## src/rtl/dtree_pkg.sv

```systemverilog
// rtl/dtree_pkg.sv - shared types and constants for the decision-tree feature loader
// Contents: loader FSM state enum, default feature/class widths, class_t, counter width.
package dtree_pkg;

  localparam int DEF_FEAT_W  = 8;
  localparam int DEF_CLASS_W = 2;
  localparam int CNT_W       = 16;

  typedef logic [DEF_CLASS_W-1:0] class_t;

  typedef enum logic [1:0] {
    LOAD  = 2'd0,
    EVAL  = 2'd1,
    HOLD  = 2'd2,
    DRAIN = 2'd3
  } state_t;

endpackage

```

## src/rtl/dtree_feature_loader_if.sv

```systemverilog
// rtl/dtree_feature_loader_if.sv - feature byte stream and class result handshake bundle
// Signals:
//   s_valid/s_ready/s_data/s_last : feature byte stream into the loader
//   m_valid/m_ready/m_class       : class result out of the loader
// Modports: slave = loader side, master = producer/consumer side.
interface dtree_feature_loader_if #(
  parameter int FEAT_W  = 8,
  parameter int CLASS_W = 2
);
  logic               s_valid;
  logic               s_ready;
  logic [FEAT_W-1:0]  s_data;
  logic               s_last;
  logic               m_valid;
  logic               m_ready;
  logic [CLASS_W-1:0] m_class;

  modport slave (
    input  s_valid, s_data, s_last, m_ready,
    output s_ready, m_valid, m_class
  );

  modport master (
    output s_valid, s_data, s_last, m_ready,
    input  s_ready, m_valid, m_class
  );
endinterface

```

## src/rtl/dtree_class_counter.sv

```systemverilog
// rtl/dtree_class_counter.sv - bank of saturating per-class result counters
// Ports:
//   clk, rst_n : clock, asynchronous active-low reset (clears all counters)
//   inc        : one result handed off this cycle
//   cls        : class of that result
//   class_cnt  : counter c at bits [CNT_W*c +: CNT_W], holds at all-ones
module dtree_class_counter
  import dtree_pkg::*;
#(
  parameter int CLASS_W = DEF_CLASS_W
) (
  input  logic                             clk,
  input  logic                             rst_n,
  input  logic                             inc,
  input  logic [CLASS_W-1:0]               cls,
  output logic [(2**CLASS_W)*CNT_W-1:0]    class_cnt
);
  localparam int NUM_CLASSES = 2**CLASS_W;

  logic [CNT_W-1:0] cnt_q [NUM_CLASSES];
  logic [CNT_W-1:0] cnt_d [NUM_CLASSES];

  always_comb begin
    for (int c = 0; c < NUM_CLASSES; c++) begin
      cnt_d[c] = cnt_q[c];
      if (inc && (cls == CLASS_W'(c)) && (cnt_q[c] != {CNT_W{1'b1}})) begin
        cnt_d[c] = cnt_q[c] + CNT_W'(1);
      end
    end
  end

  always_ff @(posedge clk or negedge rst_n) begin
    if (!rst_n) begin
      for (int c = 0; c < NUM_CLASSES; c++) cnt_q[c] <= '0;
    end else begin
      for (int c = 0; c < NUM_CLASSES; c++) cnt_q[c] <= cnt_d[c];
    end
  end

  for (genvar g = 0; g < NUM_CLASSES; g++) begin : g_out
    assign class_cnt[CNT_W*g +: CNT_W] = cnt_q[g];
  end

endmodule

```

## src/rtl/dtree_feature_loader.sv

```systemverilog
// rtl/dtree_feature_loader.sv - serial feature loader and result capture for a combinational decision tree
// Optional feature macro: DTREE_CLASS_CNT_EN (adds class_cnt and the per-class counter bank).
// Ports:
//   clk, rst_n  : clock, asynchronous active-low reset
//   bus         : slave side of the feature stream / class result handshake
//   tree_vec    : feature bank, feature i at [FEAT_W*i +: FEAT_W]
//   tree_class  : combinational class from the tree
//   frame_err   : sticky frame-length error, cleared only by reset
//   class_cnt   : per-class 16-bit saturating result counters (DTREE_CLASS_CNT_EN only)
module dtree_feature_loader
  import dtree_pkg::*;
#(
  parameter int NUM_FEATURES = 20,
  parameter int FEAT_W       = DEF_FEAT_W,
  parameter int CLASS_W      = DEF_CLASS_W,
  parameter int EVAL_LAT     = 1
) (
  input  logic                           clk,
  input  logic                           rst_n,
  dtree_feature_loader_if.slave          bus,
  output logic [NUM_FEATURES*FEAT_W-1:0] tree_vec,
  input  logic [CLASS_W-1:0]             tree_class,
  output logic                           frame_err
`ifdef DTREE_CLASS_CNT_EN
  ,
  output logic [(2**CLASS_W)*CNT_W-1:0]  class_cnt
`endif
);
  localparam int              IDX_W    = (NUM_FEATURES > 1) ? $clog2(NUM_FEATURES) : 1;
  localparam logic [IDX_W-1:0] LAST_IDX = IDX_W'(NUM_FEATURES - 1);
  localparam logic [3:0]       LAT      = 4'(EVAL_LAT);

  state_t                          state_q, state_d;
  logic [IDX_W-1:0]                idx_q, idx_d;
  logic [3:0]                      cnt_q, cnt_d;
  logic [NUM_FEATURES*FEAT_W-1:0]  vec_q, vec_d;
  logic                            m_valid_q, m_valid_d;
  logic [CLASS_W-1:0]              m_class_q, m_class_d;
  logic                            err_q, err_d;

  logic s_ready_c;
  logic s_fire;
  logic m_fire;
  logic at_last;

  // Ready depends only on state, so there is no combinational path from m_ready to s_ready.
  assign s_ready_c = (state_q == LOAD) || (state_q == DRAIN);
  assign s_fire    = bus.s_valid & s_ready_c;
  assign m_fire    = m_valid_q & bus.m_ready;
  assign at_last   = (idx_q == LAST_IDX);

  always_ff @(posedge clk or negedge rst_n) begin
    if (!rst_n) begin
      state_q   <= LOAD;
      idx_q     <= '0;
      cnt_q     <= '0;
      vec_q     <= '0;
      m_valid_q <= 1'b0;
      m_class_q <= '0;
      err_q     <= 1'b0;
    end else begin
      state_q   <= state_d;
      idx_q     <= idx_d;
      cnt_q     <= cnt_d;
      vec_q     <= vec_d;
      m_valid_q <= m_valid_d;
      m_class_q <= m_class_d;
      err_q     <= err_d;
    end
  end

  always_comb begin
    state_d = state_q;
    case (state_q)
      LOAD: begin
        if (s_fire && at_last) state_d = bus.s_last ? EVAL : DRAIN;
      end
      EVAL: begin
        if (cnt_q == 4'd0) state_d = HOLD;
      end
      HOLD: begin
        if (m_fire) state_d = LOAD;
      end
      DRAIN: begin
        if (s_fire && bus.s_last) state_d = LOAD;
      end
      default: state_d = LOAD;
    endcase
  end

  always_comb begin
    idx_d     = idx_q;
    cnt_d     = cnt_q;
    vec_d     = vec_q;
    m_valid_d = m_valid_q;
    m_class_d = m_class_q;
    err_d     = err_q;
    case (state_q)
      LOAD: begin
        if (s_fire) begin
          // Every accepted LOAD byte lands in the bank, including those of bad frames.
          vec_d[FEAT_W*idx_q +: FEAT_W] = bus.s_data;
          if (bus.s_last) begin
            idx_d = '0;
            if (at_last) cnt_d = LAT;
            else         err_d = 1'b1;
          end else if (at_last) begin
            idx_d = '0;
            err_d = 1'b1;
          end else begin
            idx_d = idx_q + 1'b1;
          end
        end
      end
      EVAL: begin
        if (cnt_q == 4'd0) begin
          m_class_d = tree_class;
          m_valid_d = 1'b1;
        end else begin
          cnt_d = cnt_q - 4'd1;
        end
      end
      HOLD: begin
        if (m_fire) m_valid_d = 1'b0;
      end
      DRAIN: begin
        if (s_fire && bus.s_last) idx_d = '0;
      end
      default: ;
    endcase
  end

  assign bus.s_ready = s_ready_c;
  assign bus.m_valid = m_valid_q;
  assign bus.m_class = m_class_q;
  assign tree_vec    = vec_q;
  assign frame_err   = err_q;

`ifdef DTREE_CLASS_CNT_EN
  dtree_class_counter #(
    .CLASS_W (CLASS_W)
  ) u_class_counter (
    .clk       (clk),
    .rst_n     (rst_n),
    .inc       (m_fire),
    .cls       (m_class_q),
    .class_cnt (class_cnt)
  );
`endif

endmodule
```

## src/flat_wrapper.sv

```systemverilog
// flat-port wrapper written by rule: the top's interface ports become plain ports
module dtree_feature_loader_flat import dtree_pkg::*;
#(
  parameter int NUM_FEATURES = 20,
  parameter int FEAT_W       = DEF_FEAT_W,
  parameter int CLASS_W      = DEF_CLASS_W,
  parameter int EVAL_LAT     = 1
)
  (clk, rst_n, tree_vec, tree_class, frame_err, bus_s_valid, bus_s_data, bus_s_last, bus_m_ready, bus_s_ready, bus_m_valid, bus_m_class);
  dtree_feature_loader_if #(.FEAT_W(FEAT_W), .CLASS_W(CLASS_W)) bus_i ();
  input  logic clk;
  input  logic rst_n;
  output logic [NUM_FEATURES*FEAT_W-1:0] tree_vec;
  input  logic [CLASS_W-1:0] tree_class;
  output logic frame_err;
  input wire logic [$bits(bus_i.s_valid)-1:0] bus_s_valid;
  input wire logic [$bits(bus_i.s_data)-1:0] bus_s_data;
  input wire logic [$bits(bus_i.s_last)-1:0] bus_s_last;
  input wire logic [$bits(bus_i.m_ready)-1:0] bus_m_ready;
  output wire logic [$bits(bus_i.s_ready)-1:0] bus_s_ready;
  output wire logic [$bits(bus_i.m_valid)-1:0] bus_m_valid;
  output wire logic [$bits(bus_i.m_class)-1:0] bus_m_class;
  assign bus_i.s_valid = bus_s_valid;
  assign bus_i.s_data = bus_s_data;
  assign bus_i.s_last = bus_s_last;
  assign bus_i.m_ready = bus_m_ready;
  assign bus_s_ready = bus_i.s_ready;
  assign bus_m_valid = bus_i.m_valid;
  assign bus_m_class = bus_i.m_class;
  dtree_feature_loader #(.NUM_FEATURES(NUM_FEATURES), .FEAT_W(FEAT_W), .CLASS_W(CLASS_W), .EVAL_LAT(EVAL_LAT)) u_core (.clk(clk), .rst_n(rst_n), .bus(bus_i), .tree_vec(tree_vec), .tree_class(tree_class), .frame_err(frame_err));
endmodule
```

## config.mk

```make
export PLATFORM = sky130hd
export DESIGN_NAME = dtree_feature_loader_flat
export DESIGN_NICKNAME = d
export VERILOG_FILES = /design/src/rtl/dtree_pkg.sv /design/src/rtl/dtree_feature_loader_if.sv /design/src/rtl/dtree_class_counter.sv /design/src/rtl/dtree_feature_loader.sv /design/src/flat_wrapper.sv
export SDC_FILE = /design/constraint.sdc
export NUM_CORES = 1
export LEC_CHECK = 0
export CAP_MARGIN = 25
export CORE_MARGIN = 2
export CORE_UTILIZATION = 40
export DETAILED_ROUTE_END_ITERATION = 8
export HOLD_SLACK_MARGIN = 0.06
export PLACE_DENSITY = 0.66
export SLEW_MARGIN = 25
export SYNTH_ARGS = -nofsm -noshare
export SYNTH_HDL_FRONTEND = slang
export SYNTH_SLANG_ARGS = --single-unit
```

## constraint.sdc

```tcl
create_clock -name clk -period 4.5 [get_ports clk]
set_clock_uncertainty 0.15 [all_clocks]
set_input_delay 0.9 -clock clk [delete_from_list [all_inputs] [get_ports clk]]
set_output_delay 0.9 -clock clk [all_outputs]
set_load 0.05 [all_outputs]
```

==> results.sh, run 1 <==
export IMPL_max_slew_margin_pct=29.4
export IMPL_vias_per_cell=5.22
export IMPL_worstPathArrival_ns=4.05
export IMPL_area_growth_pct=33.4
export IMPL_max_freq_ghz=0.257
export IMPL_cap_violations=0
export IMPL_synth_cells=658
export IMPL_vias=5791
export IMPL_wl_per_cell_um=19.6
export IMPL_tns_ns=0
export IMPL_antenna_found_initial=1
export IMPL_slowest_stage="dfrtp_1"
export IMPL_outcome="complete, no violations"
export IMPL_ant_nets=0
export IMPL_clk_latency_ns=0.42
export IMPL_synth_xor_area_share_pct=0.658
export IMPL_placed_area_um2=10000
export IMPL_slowest_delay_ns=0.66
export IMPL_postSynthAreaPerCell_um2=12.1
export IMPL_path_max_fanout=16
export IMPL_timing_rr_end="u_core.tree_vec[71]$_DFFE_PN0P_"
export IMPL_synth_flop_cell="dfrtp_1"
export IMPL_overflow=0
export IMPL_hpwl_um=14900
export IMPL_cts_setup_buffers=0
export IMPL_cts_buffer_depth=2
export IMPL_syn_area_um2=7990
export IMPL_hold_violations=0
export IMPL_worstHoldPathCells=1
export IMPL_p_per_area_nw_per_um2=650
export IMPL_finalMaxSlewViolations=0
export IMPL_wl_um=21800
export IMPL_synth_top_family_by_area="multiplexers"
export IMPL_dieArea_um2=21100
export IMPL_postCtsResizedCells=0
export IMPL_rr_worst_depth=10
export IMPL_drtIter0Drc=345
export IMPL_setup_viol=0
export IMPL_synth_mux_area_share_pct=19.5
export IMPL_synthArstFlopShare_pct=100
export IMPL_hold_buffers=0
export IMPL_ys_warn_count=0
export IMPL_dr_pass1_iters=5
export IMPL_critPathLaunchType="flip-flop"
export IMPL_ys_types=67
export IMPL_numCtsBuffers=17
export IMPL_fin_nets=856
export IMPL_cts_tree="yes"
export IMPL_cp_depth=10
export IMPL_rows=51
export IMPL_leakage_nw=5.13
export IMPL_drive_gt1_share_pct=20.6
export IMPL_post_route_min_period_ns=3.89
export IMPL_die_h_um=145
export IMPL_grt_pass1_vias=6139
export IMPL_num_io_pins=180
export IMPL_rrSetupSlack_ns=0.61
export IMPL_grt_pass1_wl_um=34600
export IMPL_drc=0
export IMPL_cp_required_ns=4.66
export IMPL_ys_seq_area_share_pct=54.8
export IMPL_synthAdderAreaFrac_pct=1.41
export IMPL_post_route_period_util_pct=86.4
export IMPL_min_from="u_core.frame_err$_DFFE_PN0P_"
export IMPL_place_gp_congestion=0.851
export IMPL_critPathKind="reg -> reg"
export IMPL_synth_nets=682
export IMPL_min_to="u_core.frame_err$_DFFE_PN0P_"
export IMPL_r2r_start="u_core.idx_q[0]$_DFFE_PN0P_"
export IMPL_core_um2=19500
export IMPL_rsz0062_at_grt="false"
export IMPL_synth_simple_area_share_pct=11.2
export IMPL_min_path_type="reg -> reg"
export IMPL_cp_buffers_inverters=3
export IMPL_end_kind="flip-flop"
export IMPL_synth_compound_area_share_pct=7.05
export IMPL_cts_max_level=4
export IMPL_dieWidth_um=145
export IMPL_critPathTopFamily="simple AND/OR/NAND/NOR gates"
export IMPL_crit_path_cell_trace="inv_1 -> ha_1 -> nand2b_1 -> nor2_1 -> ha_1 -> inv_1 -> nor3_1 -> buf_4 -> and3_1 -> mux2_4"
export IMPL_tightestPinTransition_ns=1.06
export IMPL_synth_edff_count=0
export IMPL_clk_pin_slew_ns=0.07
export IMPL_portBuffers=179
export IMPL_floorplan_initialDensity_pct=40.9
export IMPL_clock_sinks=175
export IMPL_clock_root_buffer="clkbuf_16"
export IMPL_final_common_cell="clkdlybuf4s50_1"
export IMPL_track_usage_pct=20.9
export IMPL_layout_common_cells="176 x clkdlybuf4s50_1, 175 x dfrtp_1, 81 x mux2_2, 75 x inv_1, 56 x nand2_1"
export IMPL_grt_max_degree=97
export IMPL_irDropWorstVdd_v=0.000477
export IMPL_antenna_cells=0
export IMPL_synth_seq_cells=175
export IMPL_fin_area_um2=10700
routing by layer:
| layer | GRT usage [%] | part of all wire (%) |
|---|---|---|
| met4 | 5.34 | 1.3 |
| met5 | 0 | 0 |
| met1 | 25.7 | 41 |
| met3 | 6.99 | 8.0 |
| met2 | 35.5 | 49 |
stage by stage:
step | util (%) | hold slack [ns] | worst slack (ns) | total power (W) | instances
after detailed placement | 51.4 | 0.293 | 0.645 | 0.00539 | 1078
after global placement | 51.4 | 0.299 | 0.848 | 0.00532 | 1078
final | 54.6 | 0.303 | 0.612 | 0.00693 | 1110
after global routing | 54.6 | 0.357 | 0.346 | 0.00724 | 1110
after floorplan | - | 0.314 | 1.36 | 0.00432 | 658
after CTS | 54.6 | 0.310 | 0.645 | 0.00698 | 1110
state kept, by name, summed over array words and instances (netlist names):
register,count
u_core.bus.m_class,2
u_core.bus.m_valid,1
u_core.cnt_q,4
u_core.frame_err,1
u_core.idx_q,5
u_core.state_q,2
u_core.tree_vec,160
how the worst max path moves through the flow:
stage | start | to | slack (ns)
final | u_core.idx_q[0]$_DFFE_PN0P_ | u_core.tree_vec[71]$_DFFE_PN0P_ | 0.61
after global routing | u_core.idx_q[0]$_DFFE_PN0P_ | u_core.tree_vec[65]$_DFFE_PN0P_ | 0.35
after CTS | u_core.idx_q[0]$_DFFE_PN0P_ | u_core.tree_vec[71]$_DFFE_PN0P_ | 0.64
after detailed placement | u_core.idx_q[0]$_DFFE_PN0P_ | u_core.tree_vec[69]$_DFFE_PN0P_ | 0.65
after global placement | u_core.idx_q[0]$_DFFE_PN0P_ | u_core.tree_vec[65]$_DFFE_PN0P_ | 0.85
after floorplan | u_core.idx_q[0]$_DFFE_PN0P_ | u_core.tree_vec[73]$_DFFE_PN0P_ | 1.36
synthesized netlist by cell type, types with 5 or more instances:
library cell / n / share of area (%)
and3_1: 14 / 1.1
ha_1: 9 / 1.4
nand3_1: 6 / 0.38
o21ai_1: 5 / 0.31
nand2b_1: 5 / 0.39
nor3_1: 10 / 0.63
clkbuf_1: 18 / 0.85
a21o_1: 5 / 0.47
inv_1: 75 / 3.5
nor3b_1: 10 / 0.94
nor2_1: 7 / 0.33
or3_1: 5 / 0.39
a31oi_1: 14 / 1.1
o21ai_0: 10 / 0.63
mux2i_1: 49 / 6.1
mux2_2: 81 / 11
nand2_1: 56 / 2.6
buf_2: 9 / 0.56
mux2_4: 9 / 1.7
a31o_2: 14 / 1.5
dfrtp_1: 175 / 55
area by class of cell:
cell class	count	area, um^2
timing repair buffer	186	1850
fill	1687	8860
clock inverter	13	174
inverter	75	282
clock buffer	19	453
multi-input combinational	377	3200
sequential	175	4380
tap	265	332
power breakdown:
| part | total, W | internal [W] | switching, W |
|---|---|---|---|
| clock network | 0.00157 | 0.000918 | 0.000650 |
| logic | 0.00319 | 0.00104 | 0.00215 |
| registers | 0.00217 | 0.00193 | 0.000244 |
| total | 0.00693 | 0.00389 | 0.00304 |
cell families after synthesis:
family | count (synthesis)
xor gates and xnor gates | 3
buffers and inverters | 106
adders and majority gates | 9
DFF | 175
muxes | 141
AOI/OAI and AO/OA | 74
and+or+nand+nor | 150
Note: power is estimated with default switching activity, not from simulation.
==> run 2: changes to the inputs <==
- PLACE_DENSITY: 0.66 -> 0.73
==> run 2 against run 1 <==
Via count decreased by 1.9%; sequential share of layout area increased by 0.16 points; count of clock-buffer cells in the layout decreased by 1; critical path depth decreased by 1; wire length decreased by 4.7%; worst setup slack improved by 0.15 ns; core utilization decreased by 0.21 points; die area unchanged; flip-flop and latch count unchanged; total power decreased by 2.6%.
==> results.sh, run 2 (synthesized netlist as in run 1, its figures left out) <==
export IMPL_cts_tree="yes"
export IMPL_postCtsResizedCells=0
export IMPL_p_per_area_nw_per_um2=636
export IMPL_cts_buffer_depth=2
export IMPL_critPathLaunchType="flip-flop"
export IMPL_clk_pin_slew_ns=0.07
export IMPL_antenna_found_initial=0
export IMPL_rsz0062_at_grt="false"
export IMPL_drc=0
export IMPL_portBuffers=179
export IMPL_rrSetupSlack_ns=0.76
export IMPL_core_um2=19500
export IMPL_dr_pass1_iters=4
export IMPL_setup_viol=0
export IMPL_grt_util_met3_pct=7.62
export IMPL_slowest_delay_ns=0.66
export IMPL_hpwl_um=14000
export IMPL_critPathKind="reg -> reg"
export IMPL_p_sw_share_pct=44.9
export IMPL_antenna_cells=0
export IMPL_cts_max_level=4
export IMPL_end_kind="flip-flop"
export IMPL_pwr_share_comb_pct=46.8
export IMPL_sequentialPowerShare_pct=32.1
export IMPL_cap_violations=0
export IMPL_grt_pass1_wl_um=33500
export IMPL_min_to="u_core.frame_err$_DFFE_PN0P_"
export IMPL_numCtsBuffers=17
export IMPL_min_from="u_core.frame_err$_DFFE_PN0P_"
export IMPL_tns_ns=0
export IMPL_vias_per_cell=5.11
export IMPL_wl_per_cell_um=18.7
export IMPL_post_route_min_period_ns=3.74
export IMPL_wl_um=20800
export IMPL_grt_pass1_vias=5826
export IMPL_finalMaxSlewViolations=0
export IMPL_irDropWorstVdd_v=0.000446
export IMPL_fin_nets=858
export IMPL_crit_path_cell_trace="inv_1 -> ha_1 -> nand2b_1 -> nor2_1 -> ha_1 -> inv_1 -> or3_1 -> nor3_4 -> mux2_2"
export IMPL_r2r_start="u_core.idx_q[0]$_DFFE_PN0P_"
export IMPL_worstPathArrival_ns=3.91
export IMPL_num_io_pins=180
export IMPL_tightestPinTransition_ns=1.05
export IMPL_drive_gt1_share_pct=20.5
export IMPL_rows=51
export IMPL_vias=5679
export IMPL_clock_sinks=175
export IMPL_dieWidth_um=145
export IMPL_post_route_period_util_pct=83.0
export IMPL_area_growth_pct=32.9
export IMPL_place_gp_congestion=0.811
export IMPL_grt_max_degree=91
export IMPL_drtIter0Drc=312
export IMPL_cp_required_ns=4.67
export IMPL_use_met2_pct=30.8
export IMPL_clockPowerShare_pct=21.1
export IMPL_outcome="complete, no violations"
export IMPL_max_freq_ghz=0.268
export IMPL_leakage_nw=5.10
export IMPL_die_h_um=145
export IMPL_rr_worst_depth=9
export IMPL_min_path_type="reg -> reg"
export IMPL_whs_ns=0.314
export IMPL_slowest_stage="dfrtp_1"
export IMPL_overflow=0
export IMPL_grt_use_met1_pct=26.9
export IMPL_final_common_cell="clkdlybuf4s50_1"
export IMPL_hold_buffers=0
export IMPL_p_switching_w=0.00303
export IMPL_timing_rr_end="u_core.tree_vec[31]$_DFFE_PN0P_"
export IMPL_final_util_pct=54.4
export IMPL_clock_root_buffer="clkbuf_16"
export IMPL_top_usage_layer="met2"
export IMPL_hold_violations=0
export IMPL_dieArea_um2=21100
export IMPL_ant_nets=0
export IMPL_floorplan_initialDensity_pct=40.9
export IMPL_max_slew_margin_pct=29.6
export IMPL_worstHoldPathCells=1
export IMPL_clk_latency_ns=0.44
export IMPL_p_int_w=0.00372
export IMPL_track_usage_pct=20.2
export IMPL_largest_reg_flops=160
export IMPL_layout_common_cells="177 x clkdlybuf4s50_1, 175 x dfrtp_1, 81 x mux2_2, 75 x inv_1, 56 x nand2_1"
export IMPL_path_max_fanout=16
export IMPL_cts_setup_buffers=0
-- run 2: cell count changes in the layout (fill, tap and decap cells not counted), sizes merged --
cell / change
inv: +1
clkinvlp: +3
clkbuf: -1
clkdlybuf4s50: +1
bufinv: -3
buf: +1
-- run 2: layout make-up --
class / instances / area [um^2]
Clock buffer: 18 / 439
Inverter: 75 / 282
Timing Repair Buffer: 188 / 1880
Tap cell: 265 / 332
Fill cell: 1685 / 8900
Clock inverter: 14 / 125
Multi-Input combinational cell: 377 / 3190
Sequential cell: 175 / 4380
-- run 2: how the worst max path moves through the flow --
| stage | from | to | slack, ns | cells past startpoint |
|---|---|---|---|---|
| floorplan | u_core.idx_q[0]$_DFFE_PN0P_ | u_core.tree_vec[73]$_DFFE_PN0P_ | 1.36 | 11 |
| global placement | u_core.idx_q[0]$_DFFE_PN0P_ | u_core.tree_vec[27]$_DFFE_PN0P_ | 0.86 | 9 |
| detailed placement | u_core.idx_q[0]$_DFFE_PN0P_ | u_core.tree_vec[31]$_DFFE_PN0P_ | 0.76 | 9 |
| CTS | u_core.idx_q[0]$_DFFE_PN0P_ | u_core.tree_vec[31]$_DFFE_PN0P_ | 0.74 | 9 |
| global route | u_core.idx_q[0]$_DFFE_PN0P_ | u_core.tree_vec[59]$_DFFE_PN0P_ | 0.43 | 9 |
| finish | u_core.idx_q[0]$_DFFE_PN0P_ | u_core.tree_vec[31]$_DFFE_PN0P_ | 0.76 | 9 |
-- run 2: power by group through the flow --
stage | Clock (W) | Combinational [W] | Sequential [W]
after floorplan | 0 | 0.000960 | 0.00336
after global placement | 0 | 0.00314 | 0.00219
after detailed placement | 0 | 0.00317 | 0.00220
after CTS | 0.00146 | 0.00318 | 0.00217
after global routing | 0.00152 | 0.00334 | 0.00221
final | 0.00142 | 0.00316 | 0.00217
-- run 2: per-stage QoR --
stage	power, W	std cells	cell area, um^2	worst slack [ns]
2_1_floorplan	0.00432	658	7990	1.36
3_5_place_dp	0.00536	1079	10000	0.758
3_3_place_gp	0.00533	1079	10000	0.858
5_1_grt	0.00706	1112	10600	0.430
6_report	0.00675	1112	10600	0.764
4_1_cts	0.00680	1111	10600	0.744
-- run 2: critical path, delay by kind of cell (launching register included) --
kind                     cells  cell delay [ns]
adder cells (fa/ha/maj)      2             0.87
buffers and inverters        2             0.38
flip-flops                   1             0.66
multiplexers                 1             0.39
AND/OR/NAND/NOR              4             1.16
-- run 2: per-layer routing --
| layer | vias to the layer above | wire [um] |
|---|---|---|
| met5 | - | 0 |
| met4 | 0 | 342 |
| met3 | 28 | 1900 |
| met2 | 195 | 9420 |
| met1 | 2827 | 9090 |
| li1 | 2629 | - |
